$ cat src/rtl/tpu_layer_sequencer.sv
// Sequences NUM_LAYERS fully-connected layer engines over a shared ROM/MultAdder bus,
// with start/abort handshake, per-layer watchdog and classifier result capture.
module tpu_layer_sequencer #(
    parameter int NUM_LAYERS = 3,
    parameter int LAYER_W    = 4,
    parameter int RESULT_W   = 4,
    parameter int TIMER_W    = 16
) (
    input  logic                  clk,
    input  logic                  iRst_n,
    input  logic                  start,
    input  logic                  abort,
    input  logic [TIMER_W-1:0]    timeout_limit,
    input  logic [NUM_LAYERS-1:0] layer_done,
    input  logic [RESULT_W-1:0]   class_in,
    output logic [NUM_LAYERS-1:0] layer_ena,
    output logic [NUM_LAYERS-1:0] layer_rstn,
    output logic [LAYER_W-1:0]    cur_layer,
    output logic                  busy,
    output logic [RESULT_W-1:0]   num_out,
    output logic                  done,
    output logic                  timeout_err
);

    typedef enum logic [2:0] {S_IDLE, S_ENA, S_RUN, S_GAP, S_DONE, S_ERR} state_t;

    localparam logic [LAYER_W-1:0] LAST_LAYER = LAYER_W'(NUM_LAYERS - 1);

    state_t             state;
    logic [TIMER_W-1:0] timer;
    logic               done_hit;
    logic               wd_expired;

    function automatic logic [NUM_LAYERS-1:0] onehot(input logic [LAYER_W-1:0] idx);
        return NUM_LAYERS'(1) << idx;
    endfunction

    // layer_ena is one-hot on cur_layer during RUN, so masking ignores done flags of idle engines
    always_comb begin
        done_hit   = |(layer_done & layer_ena);
        wd_expired = (timeout_limit != '0) && (timer == timeout_limit - TIMER_W'(1));
    end

    always_ff @(posedge clk) begin
        if (!iRst_n) begin
            state       <= S_IDLE;
            layer_ena   <= '0;
            layer_rstn  <= '0;
            cur_layer   <= '0;
            busy        <= 1'b0;
            num_out     <= '0;
            done        <= 1'b0;
            timeout_err <= 1'b0;
            timer       <= '0;
        end else if (abort) begin
            state       <= S_IDLE;
            layer_ena   <= '0;
            layer_rstn  <= '0;
            busy        <= 1'b0;
            done        <= 1'b0;
            timeout_err <= 1'b0;
            timer       <= '0;
        end else begin
            case (state)
                S_IDLE, S_DONE, S_ERR: begin
                    if (start) begin
                        state       <= S_ENA;
                        cur_layer   <= '0;
                        layer_ena   <= onehot(LAYER_W'(0));
                        layer_rstn  <= '0;
                        busy        <= 1'b1;
                        done        <= 1'b0;
                        timeout_err <= 1'b0;
                        timer       <= '0;
                    end
                end
                S_ENA: begin
                    state      <= S_RUN;
                    layer_rstn <= layer_ena;
                    timer      <= '0;
                end
                S_RUN: begin
                    if (done_hit) begin
                        layer_ena  <= '0;
                        layer_rstn <= '0;
                        if (cur_layer == LAST_LAYER) begin
                            state   <= S_DONE;
                            num_out <= class_in;
                            busy    <= 1'b0;
                            done    <= 1'b1;
                        end else begin
                            state <= S_GAP;
                        end
                    end else if (wd_expired) begin
                        state       <= S_ERR;
                        layer_ena   <= '0;
                        layer_rstn  <= '0;
                        busy        <= 1'b0;
                        done        <= 1'b1;
                        timeout_err <= 1'b1;
                        num_out     <= '1;
                    end else begin
                        timer <= timer + TIMER_W'(1);
                    end
                end
                // one dead cycle on the shared bus before the next engine takes it
                S_GAP: begin
                    state      <= S_ENA;
                    cur_layer  <= cur_layer + LAYER_W'(1);
                    layer_ena  <= onehot(cur_layer + LAYER_W'(1));
                    layer_rstn <= '0;
                    timer      <= '0;
                end
                default: state <= S_IDLE;
            endcase
        end
    end

endmodule

$ cat config.mk
export PLATFORM = sky130hd
export DESIGN_NAME = tpu_layer_sequencer
export DESIGN_NICKNAME = d
export VERILOG_FILES = /design/src/rtl/tpu_layer_sequencer.sv
export SDC_FILE = /design/constraint.sdc
export NUM_CORES = 1
export LEC_CHECK = 0
export ABC_AREA = 1
export BUFFER_PORTS_ARGS = -buffer_cell sky130_fd_sc_hd__buf_2
export CAP_MARGIN = 40
export CORE_AREA = 4 4 82 84
export CTS_BUF_LIST = sky130_fd_sc_hd__clkbuf_2 sky130_fd_sc_hd__clkbuf_4 sky130_fd_sc_hd__clkbuf_8
export CTS_CLUSTER_DIAMETER = 150
export DETAILED_ROUTE_END_ITERATION = 8
export DIE_AREA = 0 0 86 88
export PLACE_DENSITY = 0.68
export SLEW_MARGIN = 15
export SYNTH_ARGS = -nofsm -noshare
export SYNTH_HDL_FRONTEND = slang
export SYNTH_SLANG_ARGS = --single-unit
$ cat constraint.sdc
create_clock -name clk -period 1.7 [get_ports clk]
set_clock_uncertainty 0.05 [all_clocks]
set_input_delay 0.085 -clock clk [delete_from_list [all_inputs] [get_ports clk]]
set_output_delay 0.085 -clock clk [all_outputs]
set_load 0.005 [all_outputs]
; Word level (Yosys, flattened, before mapping)
; Cells that the tools add are included.
[totals]
register_bits = 36
output_inout_bits = 17
elab_cells = 82
[op_classes]
add_sub_neg = 3
eq_ne = 14
n_shift = 1
n_mux = 31
bitwise_logic = 3
n_reduce_logical = 21
[ops]
columns = cell, count
row1 = 16-bit 2-to-1 mux, 3
row2 = 16-bit case mux with 3 select lines, 1
row3 = 3-bit case mux with 4 select lines, 2
row4 = 3-bit 2-to-1 mux, 7
row5 = "16-bit by 1-bit adder with 16-bit output, second input constant", 1
row6 = 16-bit == test, 1
row7 = 4-bit 2-to-1 mux, 4
row8 = 4-bit AND reduction, 4
row9 = 16-bit nonzero test, 1
row10 = "16-bit by 1-bit subtractor with 16-bit output, second input constant", 1
row11 = 1-bit 2-to-1 mux, 9
row12 = 3-bit case mux with 3 select lines, 1
row13 = 3-bit AND reduction, 3
row14 = "2-bit != test, second input constant", 4
row15 = 4-bit case mux with 2 select lines, 1
row16 = "3-bit by 2-bit == test with 1-bit output, second input constant", 2
row17 = "3-bit == test, second input constant", 2
row18 = "3-bit != test, second input constant", 2
row19 = 1-bit case mux with 2 select lines, 3
row20 = 2-bit nonzero test, 3
row21 = 3-bit nonzero test, 2
row22 = 3-bit OR reduction, 2
row23 = "4-bit by 1-bit adder with 4-bit output, second input constant", 1
row24 = "4-bit by 2-bit == test with 1-bit output, second input constant", 1
row25 = 10 further kinds, 12

; Longest topological paths before layout
; Gate-level depths: netlist (run 1).
[depth]
ltp_word = 6
ltp_mapped = 18
depth_no_buf = 17

; Worst setup path after synthesis (run 1)
; Ideal clock, no wire load.
[synth_path]
path_kind = input port to flip-flop
start = in timeout_limit[0]
end = reg timer[2]
setup_ns = 0.116
t_arrival_ns = 1.525
required_time_ns = 1.534
slack_ns = 0.009
path_stages = 16
path_cell_list = inv_1 > ha_1 > nand2_2 > nor2_4 > nand2_1 > nand2_1 > nand2_1 > nor2_1 > nand2_1 > nor2_2 > nand2_2 > nand2_2 > nand2_2 > buf_6 > a21oi_1 > nor2_1
[synth_between]
elab_chain_len = 5
[synth_rtl]
columns = item, line
row1 = "start, declared", 13  ; input logic [TIMER_W-1:0] timeout_limit,
row2 = 16-bit by 1-bit subtractor with 16-bit output, 41  ; wd_expired = (timeout_limit != '0) && (timer == timeout_limit - TIMER_W'(1));
row3 = 16-bit == test, 41
row4 = 1-bit logical AND *, 41
row5 = 2-bit != test (no source line) *, --
row6 = 4-bit AND reduction (no source line) *, --
row7 = "end signal, assigned", 103  ; timer <= timer + TIMER_W'(1);
row8 = "end, declared", 30  ; logic [TIMER_W-1:0] timer;
; Mark *: on every way between the ends. The rest lies on a longest branch, timed or not.
; A chain may end at the register's enable or synchronous reset.

; Final worst setup path (run 1)
[layout_path]
start = reg timer[15]
end = reg timer[6]
[layout_between]
elab_chain_len = 4
[layout_rtl]
columns = item, line
row1 = 16-bit == test, 41
row2 = 1-bit logical AND, 41
row3 = 2-bit != test (no source line), --
row4 = 4-bit AND reduction (no source line), --
; Every way passes these cells.

==> results of run 1 <==
metrics by stage:
stage / setup TNS [ns] / instance area, um^2 / hold slack (ns) / utilization
floorplan: 0 / 2610 / 0.125 / -
global placement: -6.76 / 3330 / 0.230 / 0.563
detailed placement: -7.65 / 3330 / 0.242 / 0.563
CTS: -0.152 / 3590 / 0.0199 / 0.607
global route: -6.92 / 3680 / 0.0438 / 0.622
finish: -0.412 / 3680 / 0.0265 / 0.622
power groups by stage:
| stage | Combinational [uW] | Sequential [uW] | Clock (uW) |
|---|---|---|---|
| after floorplan | 190 | 878 | 0 |
| after global placement | 339 | 876 | 0 |
| after detailed placement | 345 | 876 | 0 |
| after CTS | 379 | 858 | 668 |
| after global routing | 447 | 859 | 705 |
| final | 403 | 858 | 647 |
sequential cells by signal, indices dropped and copies added, names as in the netlist:
signal	count
busy	1
cur_layer	4
done	1
layer_ena	3
layer_rstn	3
num_out	4
state	3
timeout_err	1
timer	16
worst min-delay path by stage:
| stage | endpoint | from | cells past startpoint | slack (ns) |
|---|---|---|---|---|
| 4_1_cts | num_out[2] | iRst_n | 3 | 0.02 |
| 2_1_floorplan | timeout_err | start | 1 | 0.12 |
| 6_report | num_out[2] | iRst_n | 3 | 0.03 |
| 3_5_place_dp | timeout_err | start | 2 | 0.24 |
| 3_3_place_gp | timeout_err | start | 2 | 0.23 |
| 5_1_grt | num_out[2] | iRst_n | 3 | 0.04 |
tightest hold or removal path, cell delays in order:
cell and delay (ns):
buf_2 0.14, nand2_1 0.07, nor2_1 0.03
cell type report:
type	count	area share
clock buffer	7	0.0261
inverter	54	0.0564
multi-input combinational	339	0.487
sequential	36	0.198
tap	75	0.0255
timing repair buffer	112	0.207
per-layer routing:
layer  wire, um  vias up  track usage  part of all wire
li1           -     1582            -                 -
met1       3140     1366        0.227              0.43
met2       3610       80        0.358              0.49
met3        293       32       0.0254             0.040
met4        314        0        0.106             0.043
met5          0        -            0                 0
cell usage in the layout, fill, tap and decap left out, types with 6 or more instances in the layout:
cell,count
nand3_2,7
nand3b_1,6
dfxtp_1,30
inv_1,45
clkbuf_8,7
a21oi_2,7
dfxtp_2,6
nand2_1,131
buf_4,59
buf_2,43
inv_2,6
nand3_1,24
nand2_2,10
xor2_1,13
nor2_1,68
a21oi_1,23
nor2_2,9
kinds of logic (layout without fill, tap and decap cells):
family / after synthesis / count (layout) / synth area share
buffers and inverters: 61 / 173 / 0.0963
AOI/OAI and AO/OA: 41 / 41 / 0.0838
and+or+nand+nor: 272 / 272 / 0.444
xor gates and xnor gates: 21 / 21 / 0.0757
adders and majority gates: 5 / 5 / 0.0240
DFF: 36 / 36 / 0.276
repair_timing:
item	CTS	global route
hold buffers	5	0
cloned	1	1
setup buffers	1	0
resized for setup	30	22
setup endpoints to repair	31	32
pin swaps	3	2
hold endpoints to repair	5	0
==> results by group, run 1 <==
Status
  – Status: finished with violations
  – Failing checks: setup timing

Drt
  – Routed vias: 3,060
  – DR iter-0 viols: 145
  – Antenna-violating nets left: 0
  – Post-route DRC violation count: 0
  – Per-cell routed wire length: 11.8 um
  – DR vias/cell: 4.91
  – TritonRoute pass-1 iters: 6
  – Drt total wl: 7360 um

Setup path
  – CP peak stage delay: 0.38 ns
  – FF-to-FF setup slack: -0.07 ns
  – Setup CP Type: flip-flop to flip-flop
  – Slowest CP cell: dfxtp_1
  – Critical Path Sink: timer[6]
  – CP top delay family: simple AND/OR/NAND/NOR gates
  – WP buf/inv: 1
  – Critical path depth: 12
  – CP arrival: 1.93 ns
  – FF-to-FF End: timer[6]
  – Crit. Startpoint: timer[15]
  – Most used cell, CP: nand2_2
  – CP endpoint kind: flip-flop
  – Crit path max fanout: 6
  – Critical Path Start Type: flip-flop
  – Reg2reg path depth: 12
  – Worst Path Required: 1.86 ns
  – Worst path cell trace: xor2_1 > nand3_1 > nand2_1 > nand3_1 > nor2_2 > nand2_2 > nand2_2 > nand2_4 > buf_6 > nand3_2 > nand2_2 > nor2_2
  – Worst R2R Start: timer[15]

Power
  – Maximum vdd drop: 437 uV
  – P per Cell Area: 518 nW/um^2
  – Clock power share: 0.339
  – Overall power: 1910 uW
  – Net Switching: 517 uW
  – Pint: 1390 uW
  – P_leak: 0.00173 uW
  – Seq pwr share: 0.450
  – Switching share of power: 0.271
  – Comb pwr share: 0.211

STA
  – Slew HR: 0.772
  – Slew Viols, Final: 0
  – Hold Fails Final Rpt: 0
  – RSZ-0062 raised after global routing: true
  – Worst-Margin Slew: 0.342 ns
  – Fin crit share: 1.04
  – Final min period: 1.77 ns
  – Max Clk Rate: 565 MHz
  – Final setup violation count: 17
  – Final worst slack: -0.0708 ns

Floorplan
  – # IOs: 44
  – Die Wd: 86 um
  – Initial Util: 0.441
  – Rows: 28
  – Die area: 7570 um^2
  – Core area: 5920 um^2
  – Die height: 88 um

Cells and area
  – Fill cell count: 562
  – Share of post-route cells with drive strength above 1: 0.318
  – Antenna Cells: 0
  – # nets final: 580
  – Seq. cell area: 728 um^2
  – Area of the multi-input gates: 1790 um^2
  – Area Overhead vs Synth: 41.1%
  – Non-filler cells, final: 623

Clock tree
  – Sink Count: 36
  – CTS HTree Levels: 2
  – Total CTS buffers: 5
  – Clk_lat worst skew: 0.28 ns
  – Clock slew at reported path FFs: 0.07 ns
  – Clock root buffer: clkbuf_8
  – Worst-case clock buffer depth: 2
  – CTS tree: done

Global route
  – GRT Overall Usage: 0.198
  – First-pass GRT wire length: 12,200 um
  – Gr ovfl total: 0
  – Initial antenna violation count: 0
  – Number of global-route vias before repair: 2,884
  – Pin count of the biggest net entering global routing: 13

Worst hold path
  – Hold Crit Class: input port to flip-flop

Synth
  – Synthesized flop and latch total: 36
  – Ys flop type: dfxtp_1
  – Top-area cell type share of the netlist area: 0.276
  – Netlist cell types: 31
  – Post-synth top cells: 136 x nand2_1, 72 x nor2_1, 47 x inv_1
  – Number of synthesis warnings: 0
  – Post-synth EDFFs: 0
  – Syn Inst Count: 436
  – Post-Synthesis Cell Area: 2610 um^2
  – Syn Nets: 468
  – Sequential share of the synthesized area: 0.276
  – Most common cell in the netlist: nand2_1
  – Cell taking the most area after synthesis: dfxtp_1
  – Synth async-reset ratio: 0
  – Syn_area_per_cell: 5.99 um^2
  – Top cells by area, synth: dfxtp_1 28%, nand2_1 20%, nor2_1 10%, inv_1 6.8%, nand3_1 5.9%

Job
  – Max_cap viols: 0

Placement
  – PortBufs: 43
  – Pre-CTS setup slack: -0.315 ns
  – Inst Count DP: 608
  – RePlAce Congestion: 0.846
  – Placed wire-length estimate: 5380 um
Power figures use the tool's default switching activity.
==> run 2, diff against run 1 <==
ABC_AREA = unset   (was 1)
CELL_PAD_IN_SITES_DETAIL_PLACEMENT = 1   (was unset)
CELL_PAD_IN_SITES_GLOBAL_PLACEMENT = 1   (was unset)
CORE_AREA = 4 4 85 87   (was 4 4 82 84)
DIE_AREA = 0 0 89 91   (was 0 0 86 88)
PLACE_DENSITY = 0.77   (was 0.68)
==> run 2 against run 1 <==
  * The flow finishes with violations (hold timing, setup timing)
  * Non-clock buffer count up 25
  * Critical path depth decreased by 1
  * Count of clock-buffer cells in the layout decreased by 1
  * Design area increased by 7.0%
  * Worst setup slack got worse by 0.81 ns
  * Core utilization shrank 0.13 points
  * Wire length increased by 68%
  * Cell count fell by 19%
  * Maximum frequency fell by 31%
  * Die area is 7.0% higher
  * Sequential share of layout area is 1.3 points lower
  * Register-to-register slack worse by 0.81 ns
==> results by group, run 2 <==
Status
  – Status: finished with violations
  – Failing checks: hold timing, setup timing

Cells and area
  – Area Overhead vs Synth: 61.5%
  – Share of post-route cells with drive strength above 1: 0.529 (+0.212)
  – Top Registers: timer: 16 flops, cur_layer: 4 flops, num_out: 4 flops
  – Max reg flops: 16 (unchanged)
  – Antenna Cells: 0 (unchanged)
  – Largest Register: timer
  – Fill cell count: 728 (+30%)
  – # nets final: 457 (-21%)
  – Most frequent cells in the layout: 78 x buf_4, 40 x buf_2, 31 x dfxtp_1
  – Most common cell after layout, fill and taps aside: buf_4

Setup path
  – Slowest CP cell: or4_1
  – Worst R2R Start: timer[11]
  – WP buf/inv: 3 (+2)
  – Setup CP Type: flip-flop to flip-flop
  – CP endpoint kind: flip-flop
  – Crit path max fanout: 8 (+2)
  – CP peak stage delay: 0.51 ns (+0.13 ns)
  – Worst path cell trace: xnor2_2 > buf_4 > xnor2_1 > a22oi_1 > nand2_1 > o2111ai_4 > o31ai_4 > buf_6 > buf_12 > or4_1 > a21oi_1
  – Critical path depth: 11 (-1)
  – Critical Path Sink: timer[5]
  – Crit. Startpoint: timer[11]
  – FF-to-FF End: timer[5]
  – Worst Path Required: 1.87 ns (about the same)
  – Critical Path Start Type: flip-flop
  – FF-to-FF setup slack: -0.88 ns (-0.81 ns)
  – Reg2reg path depth: 11 (-1)
  – CP top delay family: compound AO/OA/AOI/OAI gates
  – CP arrival: 2.76 ns (+0.83 ns)

STA
  – Slew HR: 0.590 (-0.182)
  – Final min period: 2.58 ns (+0.814 ns)
  – Final setup violation count: 32 (+15)
  – Fin crit share: 1.52 (+0.479)
  – Worst-Margin Slew: 0.610 ns (+0.268 ns)
  – Slew Viols, Final: 0 (unchanged)
  – Hold Fails Final Rpt: 1 (+1)
  – Max Clk Rate: 387 MHz (-31%)
  – WHS: -0.00223 ns (-0.0287 ns)
  – RSZ-0062 raised after global routing: true
  – Final worst slack: -0.884 ns (-0.814 ns)

Synth
  – Cell taking the most area after synthesis: dfxtp_1
  – Top-area cell type share of the netlist area: 0.295 (+0.0191)
  – Post-synth top cells: 36 x dfxtp_1, 32 x nand2_1, 26 x a21oi_1
  – Post-Synthesis Cell Area: 2440 um^2 (-6.5%)
  – Top cells by area, synth: dfxtp_1 30%, a21oi_1 5.3%, xnor2_1 5.0%, nand2_1 4.9%, xor2_1 2.9%
  – Number of synthesis warnings: 0 (unchanged)
  – Synthesized flop and latch total: 36 (unchanged)
  – Syn Nets: 325 (-31%)
  – Syn Inst Count: 293 (-33%)
  – Syn_area_per_cell: 8.34 um^2 (+39%)
  – Netlist cell types: 61 (+97%)
  – Ys flop type: dfxtp_1
  – Most common cell in the netlist: dfxtp_1
  – Synth async-reset ratio: 0 (unchanged)
  – Post-synth EDFFs: 0 (unchanged)
  – Sequential share of the synthesized area: 0.295 (+0.0191)

Clock tree
  – CTS tree: done
  – Sink Count: 36 (unchanged)
  – Worst-case clock buffer depth: 2 (unchanged)
  – Clk_lat worst skew: 0.30 ns (+0.02 ns)
  – Clock slew at reported path FFs: 0.08 ns (about the same)
  – Clock root buffer: clkbuf_8
  – Total CTS buffers: 5 (unchanged)
  – CTS HTree Levels: 2 (unchanged)

Global route
  – Initial antenna violation count: 0 (unchanged)
  – Gr ovfl total: 0 (unchanged)
  – First-pass GRT wire length: 17,600 um (+45%)
  – Pin count of the biggest net entering global routing: 11 (-2)
  – GRT Overall Usage: 0.284 (+0.0859)
  – Number of global-route vias before repair: 3,284 (+14%)

Drt
  – Drt total wl: 12,400 um (+68%)
  – Routed vias: 3,105 (+1.5%)
  – DR iter-0 viols: 198 (+37%)
  – Post-route DRC violation count: 0 (unchanged)
  – Per-cell routed wire length: 24.6 um (+110%)
  – DR vias/cell: 6.19 (+26%)
  – TritonRoute pass-1 iters: 4 (-2)
  – Antenna-violating nets left: 0 (unchanged)

Placement
  – Pre-CTS setup slack: -1.05 ns (-0.736 ns)
  – PortBufs: 43 (unchanged)
  – Placed wire-length estimate: 6580 um (+22%)
  – RePlAce Congestion: 0.869 (+2.7%)

Worst hold path
  – Worst hold stages: 2 (-1)
  – Hold Crit Class: input port to flip-flop

Power
  – P per Cell Area: 495 nW/um^2 (-4.5%)
  – P_leak: 0.00160 uW (-7.9%)
  – Maximum vdd drop: 377 uV (-14%)
  – Overall power: 1950 uW (+2.3%)

Floorplan
  – # IOs: 44 (unchanged)
  – Die height: 91 um (+3.4%)
  – Die Wd: 89 um (+3.5%)
  – Core area: 6350 um^2 (+7.2%)
  – Rows: 29 (+3.6%)
  – Die area: 8100 um^2 (+7.0%)
  – Initial Util: 0.385 (-0.0564)

Job
  – Max_cap viols: 0 (unchanged)
run 2: worst register-to-register path, cell delays in order, from the launching register on:
cell and delay (ns):
dfxtp_4 0.37, xnor2_2 0.14, buf_4 0.14, xnor2_1 0.11, a22oi_1 0.19, nand2_1 0.18
o2111ai_4 0.19, o31ai_4 0.14, buf_6 0.16, buf_12 0.14, or4_1 0.52, a21oi_1 0.18
run 2: final cells by class:
cell class | instances | area [um^2] | area share
Multi-Input combinational cell | 240 | 1940 | 0.493
Timing Repair Buffer | 137 | 1070 | 0.272
Sequential cell | 36 | 729 | 0.185
Tap cell | 77 | 96.3 | 0.0244
Clock buffer | 6 | 76.3 | 0.0194
Inverter | 5 | 18.8 | 0.00476
Clock inverter | 1 | 5.00 | 0.00127
run 2: stage by stage:
stage                     TNS [ns]  area, um^2  std cells  hold slack (ns)   util
after detailed placement    -31.11        3340        481            0.311  0.526
after global placement      -28.49        3340        481            0.302  0.526
after floorplan             -21.53        2480        293            0.209      -
final                       -25.48        3940        502         -0.00223  0.621
after global routing        -28.41        3940        502          0.00745  0.621
after CTS                   -20.74        3710        500           0.0117  0.585
run 2: routing by layer:
layer / track usage / up-vias / routed length (um)
li1: - / 1359 / -
met3: 0.0471 / 56 / 648
met1: 0.341 / 1538 / 4990
met5: 0 / - / 0
met4: 0.151 / 0 / 676
met2: 0.477 / 152 / 6040
run 2: worst min-delay path by stage:
| stage | slack (ns) | end | from |
|---|---|---|---|
| finish | -0.002 | num_out[3] | class_in[3] |
| global route | 0.007 | num_out[3] | class_in[3] |
| CTS | 0.01 | num_out[2] | class_in[2] |
| detailed placement | 0.31 | num_out[2] | class_in[2] |
| global placement | 0.30 | num_out[0] | class_in[0] |
| floorplan | 0.21 | num_out[0] | class_in[0] |
run 2: cells by family (layout without fill, tap and decap cells):
kind of cell    Yosys count  in the layout  synth area share
simple gates            129            129             0.312
compound gates           83             83             0.248
flops                    36             36             0.295
xor+xnor                 22             22            0.0789
buf+inv                  17            149            0.0353
fa+ha+maj                 5              5            0.0256
mux                       1              1           0.00410
run 2: power breakdown:
| group | switching (uW) | total (uW) | internal (uW) |
|---|---|---|---|
| registers | 4.26 | 851 | 847 |
| logic | 243 | 468 | 225 |
| clock network | 338 | 633 | 295 |
| total | 585 | 1950 | 1370 |
run 2: what timing repair did:
action,in CTS,in global routing
setup endpoints to repair,32,34
endpoints found under the hold margin,0,1
resized for setup,36,51
cloned,3,0
hold buffers,0,1
pin swaps,42,32
setup buffers,10,2
==> run 3, diff against run 2 <==
CORE_AREA = 2 2 83 85   (was 4 4 85 87)
DIE_AREA = 0 0 85 87   (was 0 0 89 91)
PLACE_DENSITY = unset   (was 0.77)
PLACE_DENSITY_LB_ADDON = 0.1   (was unset)
SKIP_CTS_REPAIR_TIMING = 1   (was unset)
==> run 3 against run 2 <==
  * The run still ends with hold timing, setup timing left
  * Core utilization down 6.3 points
  * Hold slack worse by 0.0076 ns
  * First-iteration DRC count down 55%
  * Sequential share of layout area up 1.3 points
  * Critical path depth down 1
  * Critical path type is now input port to flip-flop
  * Largest power group unchanged
==> results by group, run 3 (synthesis gave the netlist of run 2 again) <==
Worst hold path
  – Worst hold stages: 2 (unchanged)
  – Start point of the worst min-delay path: class_in[0]
  – Hold Crit Class: input port to flip-flop
  – Worst Hold Path EP: num_out[0]

STA
  – Slew Viols, Final: 0 (unchanged)
  – Max Clk Rate: 421 MHz (+8.7%)
  – Final worst slack: -0.677 ns (+0.208 ns)
  – Slew HR: 0.761 (+0.170)
  – Final setup violation count: 32 (unchanged)
  – WHS: -0.00981 ns (-0.00758 ns)
  – Sum Neg Setup Slack: -19.23 ns (+6.24 ns)
  – Fin crit share: 1.40 (-0.122)
  – Hold Fails Final Rpt: 2 (+1)
  – Worst-Margin Slew: 0.356 ns (-0.254 ns)
  – RSZ-0062 raised after global routing: true
  – Final min period: 2.38 ns (-0.208 ns)

Cells and area
  – Most frequent cells in the layout: 89 x buf_4, 41 x buf_2, 33 x dfxtp_1
  – Top Registers: timer: 16 flops, cur_layer: 4 flops, num_out: 4 flops
  – Largest Register: timer
  – Antenna Cells: 0 (unchanged)
  – Most common cell after layout, fill and taps aside: buf_4
  – # nets final: 455 (-0.44%)
  – Area Overhead vs Synth: 50.1%
  – Share of post-route cells with drive strength above 1: 0.453 (-0.0766)
  – Max reg flops: 16 (unchanged)

Power
  – Seq pwr share: 0.428 (-0.008)
  – Net Switching: 520 uW (-11%)
  – Maximum vdd drop: 288 uV (-24%)
  – Clock power share: 0.394 (+0.070)
  – Comb pwr share: 0.178 (-0.062)
  – P per Cell Area: 544 nW/um^2 (+9.9%)
  – Switching share of power: 0.261 (-0.0386)
  – P_leak: 0.00150 uW (-5.9%)
  – Overall power: 1990 uW (+2.1%)
  – Pint: 1470 uW (+7.7%)

Drt
  – Per-cell routed wire length: 16.7 um (-32%)
  – Post-route DRC violation count: 0 (unchanged)
  – Wire length on met1: 4070 um (-18%)
  – DR iter-0 viols: 89 (-55%)
  – DR vias/cell: 5.37 (-13%)
  – WL met3: 233 um (-64%)
  – TritonRoute pass-1 iters: 4 (unchanged)
  – Antenna-violating nets left: 0 (unchanged)
  – Routed vias: 2,706 (-13%)
  – Top Layer Used: met4
  – Drt total wl: 8420 um (-32%)
  – Metal2 WL: 3990 um (-34%)

Setup path
  – FF-to-FF End: timer[5]
  – FF-to-FF setup slack: -0.66 ns (+0.22 ns)
  – Worst Path Required: 1.87 ns (about the same)
  – Crit path max fanout: 31 (+23)
  – CP endpoint kind: flip-flop
  – Crit. Startpoint: timeout_limit[3]
  – Reg2reg path depth: 9 (-2)
  – Critical Path Start Type: input port
  – CP arrival: 2.55 ns (-0.21 ns)
  – Worst R2R Start: timer[3]
  – Setup CP Type: input port to flip-flop

Clock tree
  – Clock slew at reported path FFs: 0.08 ns (about the same)
  – Sink Count: 36 (unchanged)
  – CTS HTree Levels: 2 (unchanged)
  – Clk_lat worst skew: 0.30 ns (about the same)
  – Clock root buffer: clkbuf_8
  – CTS tree: done
  – Worst-case clock buffer depth: 2 (unchanged)
  – Total CTS buffers: 5 (unchanged)

Status
  – Status: finished with violations
  – Failing checks: hold timing, setup timing

Floorplan
  – Die height: 87 um (-4.4%)
  – Rows: 30 (+3.4%)
  – Initial Util: 0.372 (-0.0128)
  – # IOs: 44 (unchanged)
  – Die area: 7400 um^2 (-8.7%)
  – Core area: 6570 um^2 (+3.4%)
  – Die Wd: 85 um (-4.5%)

Global route
  – GRT Overall Usage: 0.231 (-0.0530)
  – Pin count of the biggest net entering global routing: 32 (+21)
  – Number of global-route vias before repair: 2,824 (-14%)
  – First-pass GRT wire length: 13,500 um (-23%)
  – Gr ovfl total: 0 (unchanged)
  – Initial antenna violation count: 0 (unchanged)

Placement
  – PortBufs: 43 (unchanged)
  – Placed wire-length estimate: 6610 um (+0.49%)
  – RePlAce Congestion: 0.879 (+1.2%)
  – Pre-CTS setup slack: -1.07 ns (-0.0200 ns)

Job
  – Max_cap viols: 0 (unchanged)
-- run 3: cell count changes in the layout (fill, tap and decap cells not counted), moves of 4 or more --
cell / before / now
buf_4: 78 / 89
nand2_2: 4 / 0
a21oi_2: 12 / 6
a21oi_1: 17 / 23
o31ai_1: 1 / 5
buf_6: 10 / 2
nand2_1: 27 / 32
-- run 3: per-layer routing --
metal	track usage	up-vias
met1	0.308	1300
met3	0.0341	11
li1	-	1349
met4	0.0635	0
met5	0	-
met2	0.391	46
-- run 3: power by group through the flow --
| stage | combinational (uW) | sequential, uW | clock [uW] |
|---|---|---|---|
| 2_1_floorplan | 162 | 872 | 0 |
| 3_3_place_gp | 321 | 872 | 0 |
| 3_5_place_dp | 332 | 872 | 0 |
| 4_1_cts | 335 | 852 | 793 |
| 5_1_grt | 386 | 853 | 832 |
| 6_report | 355 | 852 | 785 |
-- run 3: how the worst max path moves through the flow --
stage / end / slack, ns / cells after the start
floorplan: num_out[1] / -0.81 / 9
global placement: num_out[1] / -0.95 / 11
detailed placement: timer[12] / -1.07 / 11
CTS: timer[12] / -0.79 / 11
global route: layer_rstn[2] / -0.78 / 8
finish: timer[5] / -0.68 / 10
-- run 3: area by class of cell --
type | count | area [um^2]
inverters | 5 | 18.8
clock inverters | 2 | 35.0
flip-flops and latches | 36 | 724
multi-input cells | 240 | 1760
fillers | 793 | 2900
repair buffers | 135 | 946
clock buffers | 6 | 76.3
well taps | 80 | 100
-- run 3: critical path, cell delays in order --
cell and delay [ns]:
buf_6 0.09, or4_4 0.61, o21a_1 0.22, o21ai_2 0.16
a31oi_4 0.12, o2111ai_4 0.30, o31ai_4 0.13, buf_12 0.18
or4_4 0.49, a21oi_2 0.15
-- run 3: per-stage QoR --
step	util	hold WS, ns	instance area (um^2)	cells
2_1_floorplan	-	0.209	2480	293
3_5_place_dp	0.519	0.302	3410	493
6_report	0.558	-0.00981	3660	504
4_1_cts	0.536	-0.00310	3520	501
5_1_grt	0.558	0.0187	3660	504
3_3_place_gp	0.519	0.297	3410	493
